File: src/rtl/spi_regfile_pkg.sv
// Shared types and constants for the SPI register-file peripheral.
package spi_regfile_pkg;

    // Frame decoder states
    typedef enum logic [1:0] {
        IDLE  = 2'd0,
        SHIFT = 2'd1,
        CHECK = 2'd2
    } state_t;

    // Position of the R/nW flag within the frame, counted from the first bit sent
    localparam int RNW_BIT = 0;

    // Total frame length: R/nW flag + address field + data field
    function automatic int frame_width(input int addr_w, input int data_w);
        return 1 + addr_w + data_w;
    endfunction

endpackage

File: src/rtl/spi_sync_edge.sv
// Multi-flop synchroniser for an asynchronous input plus rise/fall detection
// derived from the last two synchronised samples.
module spi_sync_edge #(
    parameter int   SYNC_STAGES = 2,
    parameter logic RESET_VAL   = 1'b0
) (
    input  logic clk,
    input  logic rst_n,
    input  logic din,
    output logic dout,
    output logic rise,
    output logic fall
);

    logic [SYNC_STAGES-1:0] sync_p0;
    logic                   dout_p1;

    // Synchroniser chain and one-sample history for edge detection
    always_ff @(posedge clk or negedge rst_n) begin
        if (!rst_n) begin
            sync_p0 <= {SYNC_STAGES{RESET_VAL}};
            dout_p1 <= RESET_VAL;
        end else begin
            sync_p0 <= {sync_p0[SYNC_STAGES-2:0], din};
            dout_p1 <= sync_p0[SYNC_STAGES-1];
        end
    end

    assign dout = sync_p0[SYNC_STAGES-1];
    assign rise = dout & ~dout_p1;
    assign fall = ~dout & dout_p1;

endmodule

File: src/rtl/spi_regfile_peripheral.sv
// SPI mode-0/mode-2 peripheral decoding fixed-length write/read frames into a
// flat register file. Define SPI_REGFILE_READBACK_EN to enable CIPO readback
// of the addressed register during the data phase of read frames.
module spi_regfile_peripheral
    import spi_regfile_pkg::*;
#(
    parameter int   DATA_W      = 8,
    parameter int   ADDR_W      = 7,
    parameter int   NUM_REGS    = 5,
    parameter int   SYNC_STAGES = 2,
    parameter logic CPOL        = 1'b0
) (
    input  logic                       clk,
    input  logic                       rst_n,
    input  logic                       sclk,
    input  logic                       copi,
    input  logic                       ncs,
    output logic                       cipo,
    output logic [NUM_REGS*DATA_W-1:0] regs_o,
    output logic                       wr_strobe,
    output logic [ADDR_W-1:0]          wr_addr,
    output logic                       frame_err
);

    localparam int FRAME_W = frame_width(ADDR_W, DATA_W);
    localparam int RNW_POS = FRAME_W - 1 - RNW_BIT;
    localparam int CNT_W   = $clog2(FRAME_W + 2);

    // Counter saturates one past a full frame so over-long frames stay detectable
    function automatic logic [CNT_W-1:0] sat_inc(input logic [CNT_W-1:0] c);
        return (c == CNT_W'(FRAME_W + 1)) ? c : c + CNT_W'(1);
    endfunction

    logic sclk_s, sclk_rise, sclk_fall, sclk_lead;
    logic ncs_s, ncs_rise, ncs_fall;
    logic copi_s;
    logic [SYNC_STAGES-1:0] copi_sync_p0;

    state_t             state_q, state_nxt;
    logic [CNT_W-1:0]   cnt_q, cnt_nxt;
    logic [FRAME_W-1:0] shreg_q, shreg_nxt;
    logic               wr_nxt, err_nxt, addr_ok;
    logic [ADDR_W-1:0]  frame_addr;
    logic [DATA_W-1:0]  frame_data;
    logic [NUM_REGS*DATA_W-1:0] regs_q;

    spi_sync_edge #(.SYNC_STAGES(SYNC_STAGES), .RESET_VAL(CPOL)) u_sclk_sync (
        .clk(clk), .rst_n(rst_n), .din(sclk),
        .dout(sclk_s), .rise(sclk_rise), .fall(sclk_fall)
    );

    spi_sync_edge #(.SYNC_STAGES(SYNC_STAGES), .RESET_VAL(1'b1)) u_ncs_sync (
        .clk(clk), .rst_n(rst_n), .din(ncs),
        .dout(ncs_s), .rise(ncs_rise), .fall(ncs_fall)
    );

    // COPI only needs the synchroniser; its edges carry no meaning
    always_ff @(posedge clk or negedge rst_n) begin
        if (!rst_n) copi_sync_p0 <= '0;
        else        copi_sync_p0 <= {copi_sync_p0[SYNC_STAGES-2:0], copi};
    end
    assign copi_s = copi_sync_p0[SYNC_STAGES-1];

    // Leading edge moves SCLK away from its idle level
    assign sclk_lead  = (sclk_rise | sclk_fall) & (sclk_s != CPOL);

    assign frame_addr = shreg_q[DATA_W +: ADDR_W];
    assign frame_data = shreg_q[DATA_W-1:0];
    assign addr_ok    = 32'(frame_addr) < NUM_REGS;

    // Frame decoder state, bit counter and shift register
    always_ff @(posedge clk or negedge rst_n) begin
        if (!rst_n) begin
            state_q <= IDLE;
            cnt_q   <= '0;
            shreg_q <= '0;
        end else begin
            state_q <= state_nxt;
            cnt_q   <= cnt_nxt;
            shreg_q <= shreg_nxt;
        end
    end

    // Next-state logic; CHECK also decides commit or rejection of the frame
    always_comb begin
        state_nxt = state_q;
        cnt_nxt   = cnt_q;
        shreg_nxt = shreg_q;
        wr_nxt    = 1'b0;
        err_nxt   = 1'b0;
        case (state_q)
            IDLE: begin
                if (ncs_fall) begin
                    state_nxt = SHIFT;
                    cnt_nxt   = '0;
                    shreg_nxt = '0;
                end
            end
            SHIFT: begin
                if (ncs_rise) begin
                    state_nxt = CHECK;
                end else if (sclk_lead && !ncs_s) begin
                    shreg_nxt = {shreg_q[FRAME_W-2:0], copi_s};
                    cnt_nxt   = sat_inc(cnt_q);
                end
            end
            CHECK: begin
                state_nxt = IDLE;
                if ((cnt_q != CNT_W'(FRAME_W)) || !addr_ok) begin
                    err_nxt = 1'b1;
                end else if (shreg_q[RNW_POS]) begin
                    wr_nxt = 1'b1;
                end
                // A chip-select fall landing in this cycle starts the next frame directly
                if (ncs_fall) begin
                    state_nxt = SHIFT;
                    cnt_nxt   = '0;
                    shreg_nxt = '0;
                end
            end
            default: state_nxt = IDLE;
        endcase
    end

    // Register file and write/error pulses, committed on the edge leaving CHECK
    always_ff @(posedge clk or negedge rst_n) begin
        if (!rst_n) begin
            regs_q    <= '0;
            wr_strobe <= 1'b0;
            wr_addr   <= '0;
            frame_err <= 1'b0;
        end else begin
            wr_strobe <= wr_nxt;
            frame_err <= err_nxt;
            if (wr_nxt) begin
                wr_addr <= frame_addr;
                for (int k = 0; k < NUM_REGS; k++) begin
                    if (frame_addr == ADDR_W'(k)) regs_q[k*DATA_W +: DATA_W] <= frame_data;
                end
            end
        end
    end

    assign regs_o = regs_q;

`ifdef SPI_REGFILE_READBACK_EN
    logic              sclk_trail;
    logic [DATA_W-1:0] rd_word;
    logic [DATA_W-1:0] tx_q;

    assign sclk_trail = (sclk_rise | sclk_fall) & (sclk_s == CPOL);

    // Addressed register for readback; out-of-range addresses read as zero
    always_comb begin
        rd_word = '0;
        for (int k = 0; k < NUM_REGS; k++) begin
            if (shreg_q[ADDR_W-1:0] == ADDR_W'(k)) rd_word = regs_q[k*DATA_W +: DATA_W];
        end
    end

    // Output shifter: load after the last address bit of a read, then shift per trailing edge
    always_ff @(posedge clk or negedge rst_n) begin
        if (!rst_n) begin
            tx_q <= '0;
        end else if (state_q == IDLE) begin
            tx_q <= '0;
        end else if (state_q == SHIFT && sclk_trail) begin
            if (cnt_q == CNT_W'(1 + ADDR_W) && !shreg_q[ADDR_W]) tx_q <= rd_word;
            else                                                 tx_q <= {tx_q[DATA_W-2:0], 1'b0};
        end
    end

    assign cipo = ~ncs_s & tx_q[DATA_W-1];
`else
    assign cipo = 1'b0;
`endif

endmodule

File: config.mk
export PLATFORM = sky130hd
export DESIGN_NAME = spi_regfile_peripheral
export DESIGN_NICKNAME = d
export VERILOG_FILES = /design/src/rtl/spi_regfile_pkg.sv /design/src/rtl/spi_sync_edge.sv /design/src/rtl/spi_regfile_peripheral.sv
export SDC_FILE = /design/constraint.sdc
export NUM_CORES = 1
export LEC_CHECK = 0
export CORE_MARGIN = 1.5
export CORE_UTILIZATION = 40
export DETAILED_ROUTE_END_ITERATION = 8
export PLACE_DENSITY = 0.72
export SLEW_MARGIN = 20
export SYNTH_ARGS = -nofsm -noshare
export SYNTH_HDL_FRONTEND = slang
export SYNTH_SLANG_ARGS = --single-unit
File: constraint.sdc
create_clock -name clk -period 2.5 [get_ports clk]
set_input_delay 0.75 -clock clk [delete_from_list [all_inputs] [get_ports clk]]
set_output_delay 0.75 -clock clk [all_outputs]
set_load 0.03 [all_outputs]
# Word level (Yosys, flattened, before mapping)
# Index checks and enable logic that the tools add are counted.
word_totals:
  output_inout_bits: 50
  in_bits: 5
  elab_cells: 76
  register_bits: 80
classes:
  n_lt_le_gt_ge: 1
  muxes: 18
  bitwise_logic: 10
  addsub: 1
  n_eq_ne: 14
  reduce_logical: 16
ops:
  columns: ["cell", "count"]
  rows:
  - ["two-way mux 16 bit", 3]
  - ["one-hot mux 16 bit (2 select lines)", 1]
  - ["two-way mux 5 bit", 4]
  - ["== test 7 x 2 -> 1 bit (second input constant)", 2]
  - ["AND reduction 2 bit", 6]
  - ["inequality test 2 bit (second input constant)", 5]
  - ["one-hot mux 5 bit (2 select lines)", 1]
  - ["== test 7 x 1 -> 1 bit (second input constant)", 1]
  - ["== test 7 x 3 -> 1 bit (second input constant)", 1]
  - ["logical NOT 7 bit", 1]
  - ["less-than comparator 7 x 3 -> 1 bit (second input constant)", 1]
  - ["two-way mux 1 bit", 6]
  - ["one-hot mux 2 bit (3 select lines)", 1]
  - ["adder 5 x 1 -> 5 bit (second input constant)", 1]
  - ["bitwise AND 1 bit", 5]
  - ["== test 5 bit (second input constant)", 1]
  - ["inequality test 5 bit (second input constant)", 1]
  - ["AND reduction 5 bit", 1]
  - ["two-way mux 2 bit", 2]
  - ["inverter 1 bit", 4]
  - ["AND reduction 4 bit", 1]
  - ["== test 2 x 1 -> 1 bit (second input constant)", 1]
  - ["== test 2 bit (second input constant)", 1]
  - ["logical NOT 1 bit", 2]
  - ["7 further kinds", 7]

# Longest topological paths before layout
# Gate-level depths: netlist of run 1.
depth:
  depth_word: 8
  depth_mapped: 7

# Modules after synthesis
# From an unflattened synthesis of run 1, not the netlist that was laid out.
unflattened:
  hier_cells: 243
  hier_area_um2: 3360.7
by_module_without_submodules:
  columns: ["mod", "area_per_inst_um2", "instances", "cells_per_inst"]
  rows:
  - ["spi_regfile_peripheral", 3176.8, 1, 233]
  - ["spi_sync_edge (u_ncs_sync)", 93.8, 1, 5]
  - ["spi_sync_edge (u_sclk_sync)", 90.1, 1, 5]

# Worst setup path after synthesis of run 1
# OpenSTA, ideal clock, no wires.
synth_path:
  path_type: "reg2reg"
  from: "register cnt_q[0]"
  to: "register regs_q[24] (netlist: regs_o[24])"
  required_time_ns: 2.375
  setup_slack_ns: 0.369
  synth_period_minus_slack_ns: 2.131
  setup_ns: 0.125
  path_stages_with_launch: 8
  t_arrival_ns: 2.006
  cell_sequence: "dfrtp_1 -> inv_1 -> ha_1 -> and4bb_1 -> nand4_4 -> or4_4 -> buf_6 -> mux2_4"
synth_via:
  elab_chain_len: 5
synth_rtl:
  columns: ["element", "line", "text"]
  rows:
  - ["start: declaration", "spi_regfile_peripheral.sv:40", "logic [CNT_W-1:0] cnt_q, cnt_nxt;"]
  - ["start signal: assignment", "spi_regfile_peripheral.sv:79", "cnt_q <= cnt_nxt;"]
  - ["inequality test 5 bit", "spi_regfile_peripheral.sv:109", "if ((cnt_q != CNT_W'(FRAME_W)) || !addr_ok) begin"]
  - ["logical OR 1 bit", "spi_regfile_peripheral.sv:109", null]
  - ["two-way mux 1 bit", "spi_regfile_peripheral.sv:109", null]
  - ["two-way mux 1 bit", "spi_regfile_peripheral.sv:91", "case (state_q)"]
  - ["AND reduction 2 bit (no line)", null, null]
  - ["end signal: indexed assignment", "spi_regfile_peripheral.sv:138", "if (frame_addr == ADDR_W'(k)) regs_q[k*DATA_W +: DATA_W] <= frame_data;"]
  - ["end: declaration", "spi_regfile_peripheral.sv:45", "logic [NUM_REGS*DATA_W-1:0] regs_q;"]
# Every way passes these cells.
# A chain may end at the register's enable or synchronous reset.

# Final worst setup path of run 1
layout_path:
  from: "register cnt_q[0]"
  to: "register regs_q[30] (netlist: regs_o[30])"
# Same word-level chain as after synthesis.

==> results.json, run 1 <==
{
  "final_cell_mix": "dfrtp_1 (77), clkdlybuf4s50_1 (52), nand2_1 (37)",
  "diodes": 0,
  "p_int_uw": 2040,
  "max_stage_delay_ns": 0.64,
  "wl_per_cell_um": 15.1,
  "firstDrtPassIters": 4,
  "power_density_nw_per_um2": 639,
  "fin_tns_setup_ns": 0,
  "crit_fanout": 8,
  "sequentialPowerShare_pct": 51.7,
  "die_h_um": 92.4,
  "final_hold_viol_count": 0,
  "synth-seq-cells": 80,
  "cp-end-kind": "flip-flop",
  "globalplace.congestion": 0.770,
  "grt_max_degree": 33,
  "startpoint_type": "flip-flop",
  "wirelength_um": 6220,
  "crit_path_end": "regs_o[30]",
  "startpoint": "cnt_q[0]",
  "dieArea_sq_um": 8540,
  "finClkSkew_ns": 0.00553,
  "leakage_uw": 0.00192,
  "synth.distinct_cells": 34,
  "rsz0062_at_grt": "no",
  "required_ns": 2.73,
  "vias": 2029,
  "yosysWarningCount": 0,
  "antenna_left": 0,
  "port-buffer-count": 53,
  "hold_buffers": 0,
  "r2r_slack_ns": 0.28,
  "nets": 312,
  "final_max_slew_viol_count": 0,
  "timing.rr.end": "regs_o[30]",
  "use_met1_pct": 22.7,
  "postSynthAreaPerCell_sq_um": 13.4,
  "clk_pin_slew_ns": 0.08,
  "worstPathArrival_ns": 2.45,
  "min_period_ns": 2.22,
  "yosysSeqAreaShare_pct": 62.7,
  "drive_above_1_share_pct": 26.2,
  "crit_slowest_cell": "or4_4",
  "clock-sinks": 80,
  "root_buffer": "clkbuf_8",
  "fin_crit_sh_pct": 88.7,
  "r2r_cells": 6,
  "grtUsageTotal_pct": 16.6,
  "power_frac_comb_pct": 6.0,
  "drc": 0,
  "fp.dieW_um": 92.4,
  "worstMarginPinSlew_ns": 0.687,
  "htree_levels": 3,
  "use_met2_pct": 24.9,
  "cts_tree": "done",
  "ios": 55,
  "cts-resized-gates": 0,
  "r2r-start": "cnt_q[0]",
  "design_area_sq_um": 4130,
  "via_per_inst": 4.94,
  "first_global_vias": 2107,
  "syn2layout_area_growth_pct": 29.0,
  "ir_worst_vdd_v": 0.000325,
  "grt_overflow": 0,
  "slew_headroom_pct": 54.2,
  "max-clock-path-buffers": 2,
  "insertion_delay_ns": 0.35,
  "pwr-share-clk_pct": 42.3,
  "synth_fp_nets": 246,
  "rows": 32,
  "drtIter0Drc": 95,
  "status": "finished clean",
  "drv_cap": 0,
  "dp_hpwl_um": 4300,
  "path_cells": "inv_1, ha_1, and4bb_1, nand4_4, or4_4, mux2_4",
  "synth_area_sq_um": 3200,
  "cts_setup_buffers": 0,
  "final_common_cell": "dfrtp_1",
  "cts-buffers-inserted": 9,
  "hold_slack_ns": 0.335,
  "syn_inst": 238,
  "switching_share_pct": 22.5,
  "use_met3_pct": 4.27,
  "hp-class": "input port to asynchronous set/reset pin",
  "core_sq_um": 7730,
  "fmax_ghz": 0.451,
  "p_sw_uw": 595,
  "top_usage_layer": "met2",
  "finalSetupViolCount": 0,
  "grt_first_pass_wirelength_um": 10700,
  "placed_area_sq_um": 3890,
  "antenna_found_initial": 0,
  "crit_type": "flip-flop to flip-flop",
  "start_util_pct": 41.4
}
## stage by stage
step                setup slack, ns  instances  power (uW)  utilization [%]
finish                        0.282        411        2640             53.4
global route                  0.175        411        2760             53.4
CTS                           0.269        411        2670             53.4
detailed placement            0.271        395        1550             50.4
global placement              0.328        395        1540             50.4
floorplan                     0.369        238        1480                -
## synthesized netlist by cell type
library cell   n  share of area (%)
dfrtp_1       77                 60
nand2_1       37                4.3
mux2_2        35                 12
o21ai_0       16                2.5
mux2_4         8                3.8
inv_1          7               0.82
clkbuf_1       6               0.70
nor2_1         6               0.70
nor2b_1        5               0.98
dfstp_2        3                2.5
ha_1           3                1.2
nand2b_1       3               0.59
nor3_2         3               0.94
o31ai_1        3               0.70
a211oi_1       2               0.47
mux2i_1        2               0.63
nand3_1        2               0.31
nand4b_1       2               0.55
nor4_4         2                1.3
xnor2_1        2               0.55
a21oi_1        1               0.16
and2_1         1               0.20
and3_1         1               0.20
and4bb_1       1               0.39
buf_4          1               0.23
buf_6          1               0.35
conb_1         1               0.12
nand4_1        1               0.20
nand4_4        1               0.66
nor3b_1        1               0.23
o211a_1        1               0.31
or2_2          1               0.20
or4_4          1               0.35
or4bb_1        1               0.35
## cells by family after synthesis
group                    synth area share [%]
flip-flops                               62.7
XOR/XNOR                                0.548
other                                   0.117
adder cells (fa/ha/maj)                  1.17
multiplexers                             16.7
AND/OR/NAND/NOR                          12.5
buffers and inverters                    2.11
AO/OA/AOI/OAI                            4.15
## layout make-up
class,instances,area (sq um)
fill,682,3600
sequential,80,2010
multi-input combinational,143,1130
timing repair buffer,63,603
clock buffer,10,128
tap,102,128
clock inverter,6,108
inverter,7,26.3
## sequential cells by signal (all words and copies together), names as in the netlist
register	cells
regs_o	40
shreg_q	16
wr_addr	7
cnt_q	5
copi_sync_p0	2
state_q	2
u_ncs_sync.sync_p0	2
u_sclk_sync.sync_p0	2
frame_err	1
u_ncs_sync.dout_p1	1
u_sclk_sync.dout_p1	1
wr_strobe	1
## worst max-delay path, delay by kind of cell, from the launching register on
kind,cells,cell delay [ns]
flip-flops,1,0.41
adder cells (fa/ha/maj),1,0.17
AND/OR/NAND/NOR,3,1.09
multiplexers,1,0.33
buffers and inverters,1,0.10
## power groups by stage
stage	clock [uW]	sequential (uW)	combinational, uW
3_5_place_dp	0	1390	162
2_1_floorplan	0	1380	97.2
5_1_grt	1200	1370	182
3_3_place_gp	0	1390	152
4_1_cts	1140	1360	162
6_report	1120	1370	158
## worst min-delay path by stage
stage,end,depth (start not counted),slack [ns],startpoint
final,wr_addr[5],1,0.34,rst_n
after global routing,wr_addr[5],1,0.35,rst_n
after CTS,wr_addr[2],1,0.34,rst_n
after detailed placement,u_sclk_sync.sync_p0[1],0,0.33,u_sclk_sync.sync_p0[0]
after global placement,u_sclk_sync.sync_p0[1],0,0.34,u_sclk_sync.sync_p0[0]
after floorplan,copi_sync_p0[1],0,0.33,copi_sync_p0[0]
## metal layers
layer	vias to the layer above	wire, um
met3	10	239
met1	1026	3010
met5	-	0
li1	947	-
met2	46	2870
met4	0	96
No activity file was read; power rests on OpenSTA's default activity.
==> run 2: changes to the inputs <==
--- a/config.mk
+++ b/config.mk
@@ -7,9 +7,12 @@
 export LEC_CHECK = 0
 export CORE_MARGIN = 1.5
 export CORE_UTILIZATION = 40
+export CTS_CLUSTER_DIAMETER = 120
+export CTS_CLUSTER_SIZE = 8
 export DETAILED_ROUTE_END_ITERATION = 8
 export PLACE_DENSITY = 0.72
 export SLEW_MARGIN = 20
 export SYNTH_ARGS = -nofsm -noshare
 export SYNTH_HDL_FRONTEND = slang
+export SYNTH_HIERARCHICAL = 1
 export SYNTH_SLANG_ARGS = --single-unit
==> results.json, run 2 <==
{
  "ir_worst_vdd_v": 0.000388,
  "final_common_cell": "dfrtp_1",
  "ys_top_cells_by_area": "dfrtp_1 (57%), mux2_2 (12%), mux2i_1 (4.8%), mux2_4 (3.6%), nand2_1 (2.6%)",
  "dpl_worst_slack_ns": 0.372,
  "rows": 33,
  "rsz0062_at_grt": "no",
  "synth_top_area_share_pct": 57.3,
  "synth_area_sq_um": 3360,
  "diodes": 0,
  "slew_headroom_pct": 29.2,
  "die_h_um": 94.7,
  "nets": 316,
  "grtUsageTotal_pct": 15.0,
  "cts-resized-gates": 0,
  "port-buffer-count": 53,
  "hold_slack_ns": 0.353,
  "synth-seq-cells": 80,
  "fin_crit_sh_pct": 86.4,
  "crit_slowest_cell": "clkdlybuf4s50_1",
  "dieArea_sq_um": 8960,
  "cts-buffers-inserted": 9,
  "leakage_uw": 0.00199,
  "fin_tns_setup_ns": 0,
  "synth-edff-count": 0,
  "yosysWarningCount": 6,
  "grt_first_pass_wirelength_um": 10300,
  "path_cells": "clkdlybuf4s50_1",
  "clk_pin_slew_ns": 0.08,
  "first_global_vias": 2085,
  "drc": 0,
  "finalSetupViolCount": 0,
  "drv_cap": 0,
  "antenna_found_initial": 0,
  "dp_hpwl_um": 4250,
  "wirelength_um": 6130,
  "ios": 55,
  "max_stage_delay_ns": 0.70,
  "root_buffer": "clkbuf_8",
  "vias": 2063,
  "cts_setup_buffers": 0,
  "setup_slack_ns": 0.339,
  "clock-sinks": 80,
  "via_per_inst": 4.94,
  "largest_reg_flops": 40,
  "synth_simple_gate_area_share_pct": 13.6,
  "drive_above_1_share_pct": 27.8,
  "required_ns": 1.75,
  "final_cell_mix": "dfrtp_1 (77), clkdlybuf4s50_1 (52), mux2_2 (36)",
  "grt_max_degree": 54,
  "synth-adder-area-share_pct": 1.12,
  "ys_async_sr_fraction_pct": 100,
  "synth.distinct_cells": 41,
  "antenna_left": 0,
  "final_max_slew_viol_count": 0,
  "fp.dieW_um": 94.7,
  "cts_tree": "done",
  "max-clock-path-buffers": 2,
  "synth_compound_area_share_pct": 1.38,
  "synth_mux_area_share_pct": 20.4,
  "worstPathArrival_ns": 1.41,
  "grt_overflow": 0,
  "status": "finished clean",
  "cp-end-kind": "primary output",
  "critPathTopFamily": "buffers and inverters",
  "power_density_nw_per_um2": 613,
  "synth_top_family_by_area": "multiplexers",
  "worst-path-buf-inv": 1,
  "htree_levels": 3,
  "crit_fanout": 2,
  "synth.most_common_cell": "dfrtp_1",
  "firstDrtPassIters": 6,
  "synth_area_leader_cell": "dfrtp_1",
  "syn2layout_area_growth_pct": 26.9,
  "syn_inst": 243,
  "hp-class": "flip-flop to flip-flop",
  "globalplace.congestion": 0.743,
  "insertion_delay_ns": 0.35,
  "wl_per_cell_um": 14.7,
  "worstMarginPinSlew_ns": 1.06,
  "synth_xor_area_share_pct": 0.261,
  "final_hold_viol_count": 0,
  "synth-main-ff-cell": "dfrtp_1",
  "crit_type": "flip-flop to primary output",
  "yosysSeqAreaShare_pct": 59.7,
  "synth_common_cells": "dfrtp_1 (77), mux2_2 (36), nand2_1 (23)",
  "min_period_ns": 2.16,
  "hold_buffers": 0,
  "finClkSkew_ns": 0.00653,
  "start_util_pct": 41.1,
  "drtIter0Drc": 108,
  "fmax_ghz": 0.463,
  "postSynthAreaPerCell_sq_um": 13.8,
  "synth_fp_nets": 251,
  "startpoint_type": "flip-flop",
  "core_sq_um": 8180
}
## run 2: cell families after synthesis
| logic type | Yosys count |
|---|---|
| other cells | 1 |
| xor+xnor | 1 |
| simple gates | 64 |
| flops | 80 |
| mux | 60 |
| compound gates | 7 |
| fa+ha+maj | 3 |
| buf+inv | 27 |
## run 2: routing by layer
layer	vias to the layer above	GRT usage, %	wire length (um)
met5	-	0	0
met4	0	5.97	102
met3	9	4.03	241
met2	46	22.8	2930
met1	1056	20.4	2860
li1	952	-	-
## run 2: metrics by stage
step | total power (uW) | std cells | instance area (sq um) | utilization (%)
after global routing | 2730 | 418 | 4270 | 52.2
after floorplan | 1520 | 243 | 3360 | -
final | 2620 | 418 | 4270 | 52.2
after CTS | 2650 | 418 | 4270 | 52.2
after global placement | 1600 | 402 | 4040 | 49.5
after detailed placement | 1600 | 402 | 4040 | 49.5
## run 2: area by class of cell
class                           instances  area, sq um
Timing Repair Buffer                   62          596
Clock inverter                          5         80.1
Inverter                               19         71.3
Sequential cell                        80         2010
Clock buffer                           11          141
Multi-Input combinational cell        136         1240
Fill cell                             728         3910
Tap cell                              105          131
## run 2: worst paths after layout
kind	from	to	slack, ns	cells after the start
max in group asynchronous	rst_n	regs_o[4]	1.43	2
max reg2reg	cnt_q[0]	regs_o[35]	0.36	6
min reg2reg	u_sclk_sync/sync_p0[0]	u_sclk_sync/sync_p0[1]	0.35	0
min	u_sclk_sync/sync_p0[0]	u_sclk_sync/sync_p0[1]	0.35	0
min in group asynchronous	rst_n	regs_o[13]	0.42	1
max	regs_o[33]	regs_o[33]	0.34	1
## run 2: power breakdown
group          switching [uW]  internal (uW)  leakage (uW)
Clock                     454            588      0.000106
Combinational             117           79.4      0.000794
Sequential               49.9           1330       0.00109
Total                     621           1990       0.00199
